[config.mk]
export PLATFORM = sky130hd
export DESIGN_NAME = mode_sequencer
export DESIGN_NICKNAME = d
export VERILOG_FILES = /design/src/rtl/mode_seq_pkg.sv /design/src/rtl/key_debounce.sv /design/src/rtl/mode_sequencer.sv
export SDC_FILE = /design/constraint.sdc
export NUM_CORES = 1
export LEC_CHECK = 0
export CAP_MARGIN = 0
export CORE_UTILIZATION = 55
export CTS_BUF_LIST = sky130_fd_sc_hd__clkbuf_4
export CTS_CLUSTER_SIZE = 40
export DETAILED_ROUTE_END_ITERATION = 8
export PLACE_DENSITY_LB_ADDON = 0.08
export SYNTH_ARGS = -nofsm -noshare
export SYNTH_HDL_FRONTEND = slang
export SYNTH_HIERARCHICAL = 1
export SYNTH_SLANG_ARGS = --single-unit
[constraint.sdc]
create_clock -name clk -period 2.3 [get_ports clk]
set_input_delay 0.69 -clock clk [delete_from_list [all_inputs] [get_ports clk]]
set_output_delay 0.69 -clock clk [all_outputs]
set_load 0.03 [all_outputs]
[src/rtl/mode_seq_pkg.sv]
// Shared types and constants for the mode sequencer and its per-key debouncers.
package mode_seq_pkg;

   localparam int NUM_KEYS = 2;
   localparam int CNT_W    = 8;

   typedef enum logic {
      IDLE = 1'b0,
      HOLD = 1'b1
   } state_t;

endpackage

[src/rtl/key_debounce.sv]
// One key lane: 2-flop synchronizer, stable-level debouncer and a rising-edge press pulse.
module key_debounce
   import mode_seq_pkg::*;
#(
   parameter int unsigned DB_CYCLES = 4
) (
   input  logic clk,
   input  logic rst_n,
   input  logic key_raw,
   output logic press
);

   localparam logic [CNT_W-1:0] DB_LAST = CNT_W'(DB_CYCLES - 1);

   logic             sync1_q, sync1_d;
   logic             sync2_q, sync2_d;
   logic             deb_q, deb_d;
   logic             press_q, press_d;
   logic [CNT_W-1:0] cnt_q, cnt_d;

   always_comb begin
      sync1_d = key_raw;
      sync2_d = sync1_q;
      deb_d   = deb_q;
      press_d = 1'b0;
      cnt_d   = cnt_q;
      // Any agreeing sample restarts the count, so short glitches never flip deb.
      if (sync2_q == deb_q) begin
         cnt_d = '0;
      end else if (cnt_q == DB_LAST) begin
         cnt_d   = '0;
         deb_d   = ~deb_q;
         press_d = ~deb_q;
      end else begin
         cnt_d = cnt_q + 1'b1;
      end
   end

   always_ff @(posedge clk) begin
      if (!rst_n) begin
         sync1_q <= 1'b0;
         sync2_q <= 1'b0;
         deb_q   <= 1'b0;
         press_q <= 1'b0;
         cnt_q   <= '0;
      end else begin
         sync1_q <= sync1_d;
         sync2_q <= sync2_d;
         deb_q   <= deb_d;
         press_q <= press_d;
         cnt_q   <= cnt_d;
      end
   end

   assign press = press_q;

endmodule

[src/rtl/mode_sequencer.sv]
// Toggles mode bits on debounced key presses, then locks out further updates for
// HOLD_CYCLES while collecting presses that arrive meanwhile as pending toggles.
module mode_sequencer
   import mode_seq_pkg::*;
#(
   parameter int unsigned DB_CYCLES   = 4,
   parameter int unsigned HOLD_CYCLES = 8
) (
   input  logic                clk,
   input  logic                rst_n,
   input  logic [NUM_KEYS-1:0] key,
   output logic [NUM_KEYS-1:0] mode,
   output logic                mode_changed,
   output logic                busy
);

   localparam logic [CNT_W-1:0] HOLD_RELOAD = CNT_W'(HOLD_CYCLES - 1);

   logic [NUM_KEYS-1:0] press;
   logic [NUM_KEYS-1:0] merged;

   state_t              state_q, state_d;
   logic [NUM_KEYS-1:0] mode_q, mode_d;
   logic [NUM_KEYS-1:0] pending_q, pending_d;
   logic [CNT_W-1:0]    hold_q, hold_d;
   logic                mode_changed_q, mode_changed_d;

   genvar gi;
   generate
      for (gi = 0; gi < NUM_KEYS; gi++) begin : g_key
         key_debounce #(
            .DB_CYCLES (DB_CYCLES)
         ) u_key_debounce (
            .clk     (clk),
            .rst_n   (rst_n),
            .key_raw (key[gi]),
            .press   (press[gi])
         );
      end
   endgenerate

   assign merged = pending_q ^ press;

   always_comb begin
      state_d        = state_q;
      mode_d         = mode_q;
      pending_d      = pending_q;
      hold_d         = hold_q;
      mode_changed_d = 1'b0;
      case (state_q)
         IDLE: begin
            if (press != '0) begin
               mode_d         = mode_q ^ press;
               mode_changed_d = 1'b1;
               hold_d         = HOLD_RELOAD;
               state_d        = HOLD;
            end
         end
         HOLD: begin
            if (hold_q == '0) begin
               // Expiry: apply any net toggle collected during the window, including this cycle's.
               pending_d = '0;
               if (merged != '0) begin
                  mode_d         = mode_q ^ merged;
                  mode_changed_d = 1'b1;
                  hold_d         = HOLD_RELOAD;
               end else begin
                  state_d = IDLE;
               end
            end else begin
               pending_d = merged;
               hold_d    = hold_q - 1'b1;
            end
         end
         default: state_d = IDLE;
      endcase
   end

   always_ff @(posedge clk) begin
      if (!rst_n) begin
         state_q        <= IDLE;
         mode_q         <= '0;
         pending_q      <= '0;
         hold_q         <= '0;
         mode_changed_q <= 1'b0;
      end else begin
         state_q        <= state_d;
         mode_q         <= mode_d;
         pending_q      <= pending_d;
         hold_q         <= hold_d;
         mode_changed_q <= mode_changed_d;
      end
   end

   assign mode         = mode_q;
   assign mode_changed = mode_changed_q;
   assign busy         = (state_q == HOLD);

endmodule

==> qor.txt <==
Outcome: complete, no violations
CTS Buffer Depth: 2
Core Box Area: 0.00308 sq mm
Crit-path max cell delay: 0.69 ns
FMAX: 0.480 GHz
Vias in the first global route: 1414
R2R Path End: hold_q[2]
Reg-to-reg startpoint: hold_q[0]
GPL Wtd Cong: 0.799
Synthesized cell area: 0.00181 sq mm
Nets: 217
RSZ-0062 raised after global routing: no
Leading area contributor after synthesis: dfxtp_1
CP max FO: 3
Net Switching: 0.000227 W
Final HPWL DP: 2.51 mm
Slowest-stage cell, CP: clkdlybuf4s50_1
Clk pwr share: 31.7%
CP top delay family: buffers and inverters
Placed cells: 247
Grt ovf: 0
Crit path required time: 1.61 ns
Max VDD drop: 361 uV
Post-CTS Setup Bufs: 0
Via count: 1447
Drt first pass iters: 4
Worst-margin pin slew: 0.615 ns
Critical path depth: 1
Syn-to-layout area delta: 9.29%
Die height: 59.3 um
Sw Ratio: 22.5%
Period minus WS final: 2.08 ns
Iter 0 DRT Violations: 86
Final worst path period share: 90.5%
CTS tree: built
P_leak: 0.747 nW
Final WS setup: 0.218 ns
Setup Skew: 0.00630 ns
Mapped Nets: 201
Setup crit start: mode[1]
Commonest non-fill, non-tap cells in the layout: 38 x dfxtp_1, 16 x nand2_1, 14 x o21ai_0
Slew margin rel.: 58.4%
DP Worst Slack: 0.258 ns
TNS Setup: 0 ns
Crit path buffers/inverters: 1
Latest clock arrival within the worst-skew pair: 0.33 ns
Critical Path End: mode[1]
Max-cap violations: 0
WL/cell: 13.5 um
Synthesis Warnings: 6
Pwr Total: 0.00101 W
First-pass GRT wire length: 5.90 mm
Residual DRC count: 0
Startpoint types: flip-flop
CTS Root Cell: clkbuf_4
Sequential area share after synthesis: 42.1%
Worst hold path type: flip-flop to flip-flop
Critical path cell sequence: clkdlybuf4s50_1
R2R setup slack: 0.27 ns
Commonest non-fill, non-tap cell in the layout: dfxtp_1
Post-CTS Hold Buffers: 0
Largest net degree at the start of global routing: 15
Clk sinks: 38
Worst Path Arrival: 1.39 ns
Pwr per Cell Area: 513 mW/mm^2
Count of final hold-check violations: 0
Routed vias/inst: 5.70
R2R depth: 6
# IOs: 8
Netlist cell types: 48
Type of the worst setup path: flip-flop to output port
Reg power frac: 65.6%
Initial core utilization: 58.7%
Inserted Diodes: 0
Top post-synthesis cells by area: dfxtp_1 42%, o21ai_0 3.9%, or3_1 3.5%, nand2_1 3.3%, nor2_1 2.3%
Combinational group share of total power: 2.7%
Layout cells sized above 1: 14.3%
Mapped Cells: 194
Buffers on Ports: 7
Initial antenna violation count: 0
Fin. max-slew vios: 0
Antenna Nets Post-Route: 0
Htree depth: 2
Top-area cell type share of the netlist area: 42.1%
Ys flop type: dfxtp_1
Setup-failing EPs final: 0
Fill count: 285
Async SR Flop Fraction: 0%
Number of buffers created by CTS: 5
GRT Total Usage: 22.5%
Post-Layout Cell Count: 254
Number of synthesized flops with an enable pin: 0
FP Rows: 20
Crit. End Element: output port
Clock transition at the registers of the reported paths: 0.11 ns
Detailed-route wire length: 3.43 mm
DIE AREA: 0.00352 sq mm
Syn_area_per_cell: 9.31 sq um
Chip width: 59.3 um
Post-synthesis register bit count: 38
Internal power: 0.000786 W
## power by group through the flow
stage                     Clock (W)  Combinational [W]  Sequential (W)
after global routing       0.000354          0.0000307        0.000666
after detailed placement          0          0.0000276        0.000680
after floorplan                   0          0.0000142        0.000679
after CTS                  0.000334          0.0000277        0.000665
final                      0.000321          0.0000274        0.000665
after global placement            0          0.0000265        0.000680
## Yosys cell counts (2+ instances only)
master,n
a21oi_1,8
inv_1,9
a31o_2,2
o31a_2,2
a21boi_1,4
nand2_1,16
ha_1,3
clkbuf_1,2
mux2i_1,4
nand2b_1,3
nand3_1,8
o21ai_0,14
or3_1,10
nor3_1,3
or4b_4,3
nand4_1,3
and2b_2,2
o221ai_1,2
xnor2_1,4
nor2_1,11
nor4_1,3
and3_1,3
dfxtp_1,38
xor2_1,4
and2_2,2
a21boi_0,2
and2_1,5
o211ai_1,2
nor4b_1,3
## area by class of cell
cell class                 count  area [sq um]  share of cell area (%)
clock inverter                 2          10.0                   0.507
inverter                       9          33.8                    1.71
tap                           44          55.1                    2.79
sequential                    38           761                    38.6
clock buffer                   5          37.5                    1.90
timing repair buffer          13           118                    5.96
multi-input combinational    143           958                    48.6
## flip-flops by register name, summed over array words and instances, names as in the netlist
name,flops
hold_q,8
g_key.u_key_debounce/sync1_q,2
g_key.u_key_debounce/sync2_q,2
busy,1
g_key.u_key_debounce/cnt_q,16
g_key.u_key_debounce/deb_q,2
mode_changed,1
mode,2
g_key.u_key_debounce/press,2
pending_q,2
## worst min path at each step
stage,start,end,slack [ns],cells past startpoint
2_1_floorplan,g_key[0].u_key_debounce/sync1_q,g_key[0].u_key_debounce/sync2_q,0.41,1
3_3_place_gp,g_key[0].u_key_debounce/sync1_q,g_key[0].u_key_debounce/sync2_q,0.42,1
3_5_place_dp,g_key[0].u_key_debounce/sync1_q,g_key[0].u_key_debounce/sync2_q,0.42,1
4_1_cts,g_key[1].u_key_debounce/sync1_q,g_key[1].u_key_debounce/sync2_q,0.45,1
5_1_grt,g_key[1].u_key_debounce/sync1_q,g_key[1].u_key_debounce/sync2_q,0.47,1
6_report,g_key[1].u_key_debounce/sync1_q,g_key[1].u_key_debounce/sync2_q,0.45,1
## stage by stage
step	instance area (sq um)	hold WS, ns	util (%)
2_1_floorplan	1810	0.412	-
3_3_place_gp	1920	0.416	62.5
3_5_place_dp	1920	0.421	62.5
4_1_cts	1970	0.448	64.0
5_1_grt	1970	0.468	64.1
6_report	1970	0.446	64.1
## logic make-up (layout without fill, tap and decap cells)
family,Yosys count,count (layout),synth area share [%]
DFF,38,38,42.1
xor gates and xnor gates,8,8,3.88
AOI/OAI and AO/OA,44,44,17.4
buffers and inverters,13,29,4.78
muxes,4,4,2.22
and+or+nand+nor,84,84,27.5
adders and majority gates,3,3,2.08
## what timing repair did
| action | CTS | global route |
|---|---|---|
| resized for setup | 0 | 1 |
| endpoints found under the setup margin | 0 | 1 |
| endpoints found under the hold margin | 0 | 0 |
## metal layers
| metal | track usage [%] | up-vias | share of wire, % |
|---|---|---|---|
| met5 | 0 | - | 0 |
| met4 | 12.2 | 0 | 2.2 |
| met3 | 5.02 | 9 | 3.1 |
| met2 | 38.5 | 36 | 50 |
| met1 | 25.8 | 666 | 45 |
| li1 | - | 736 | - |
Note: power is estimated with default switching activity, not from simulation.
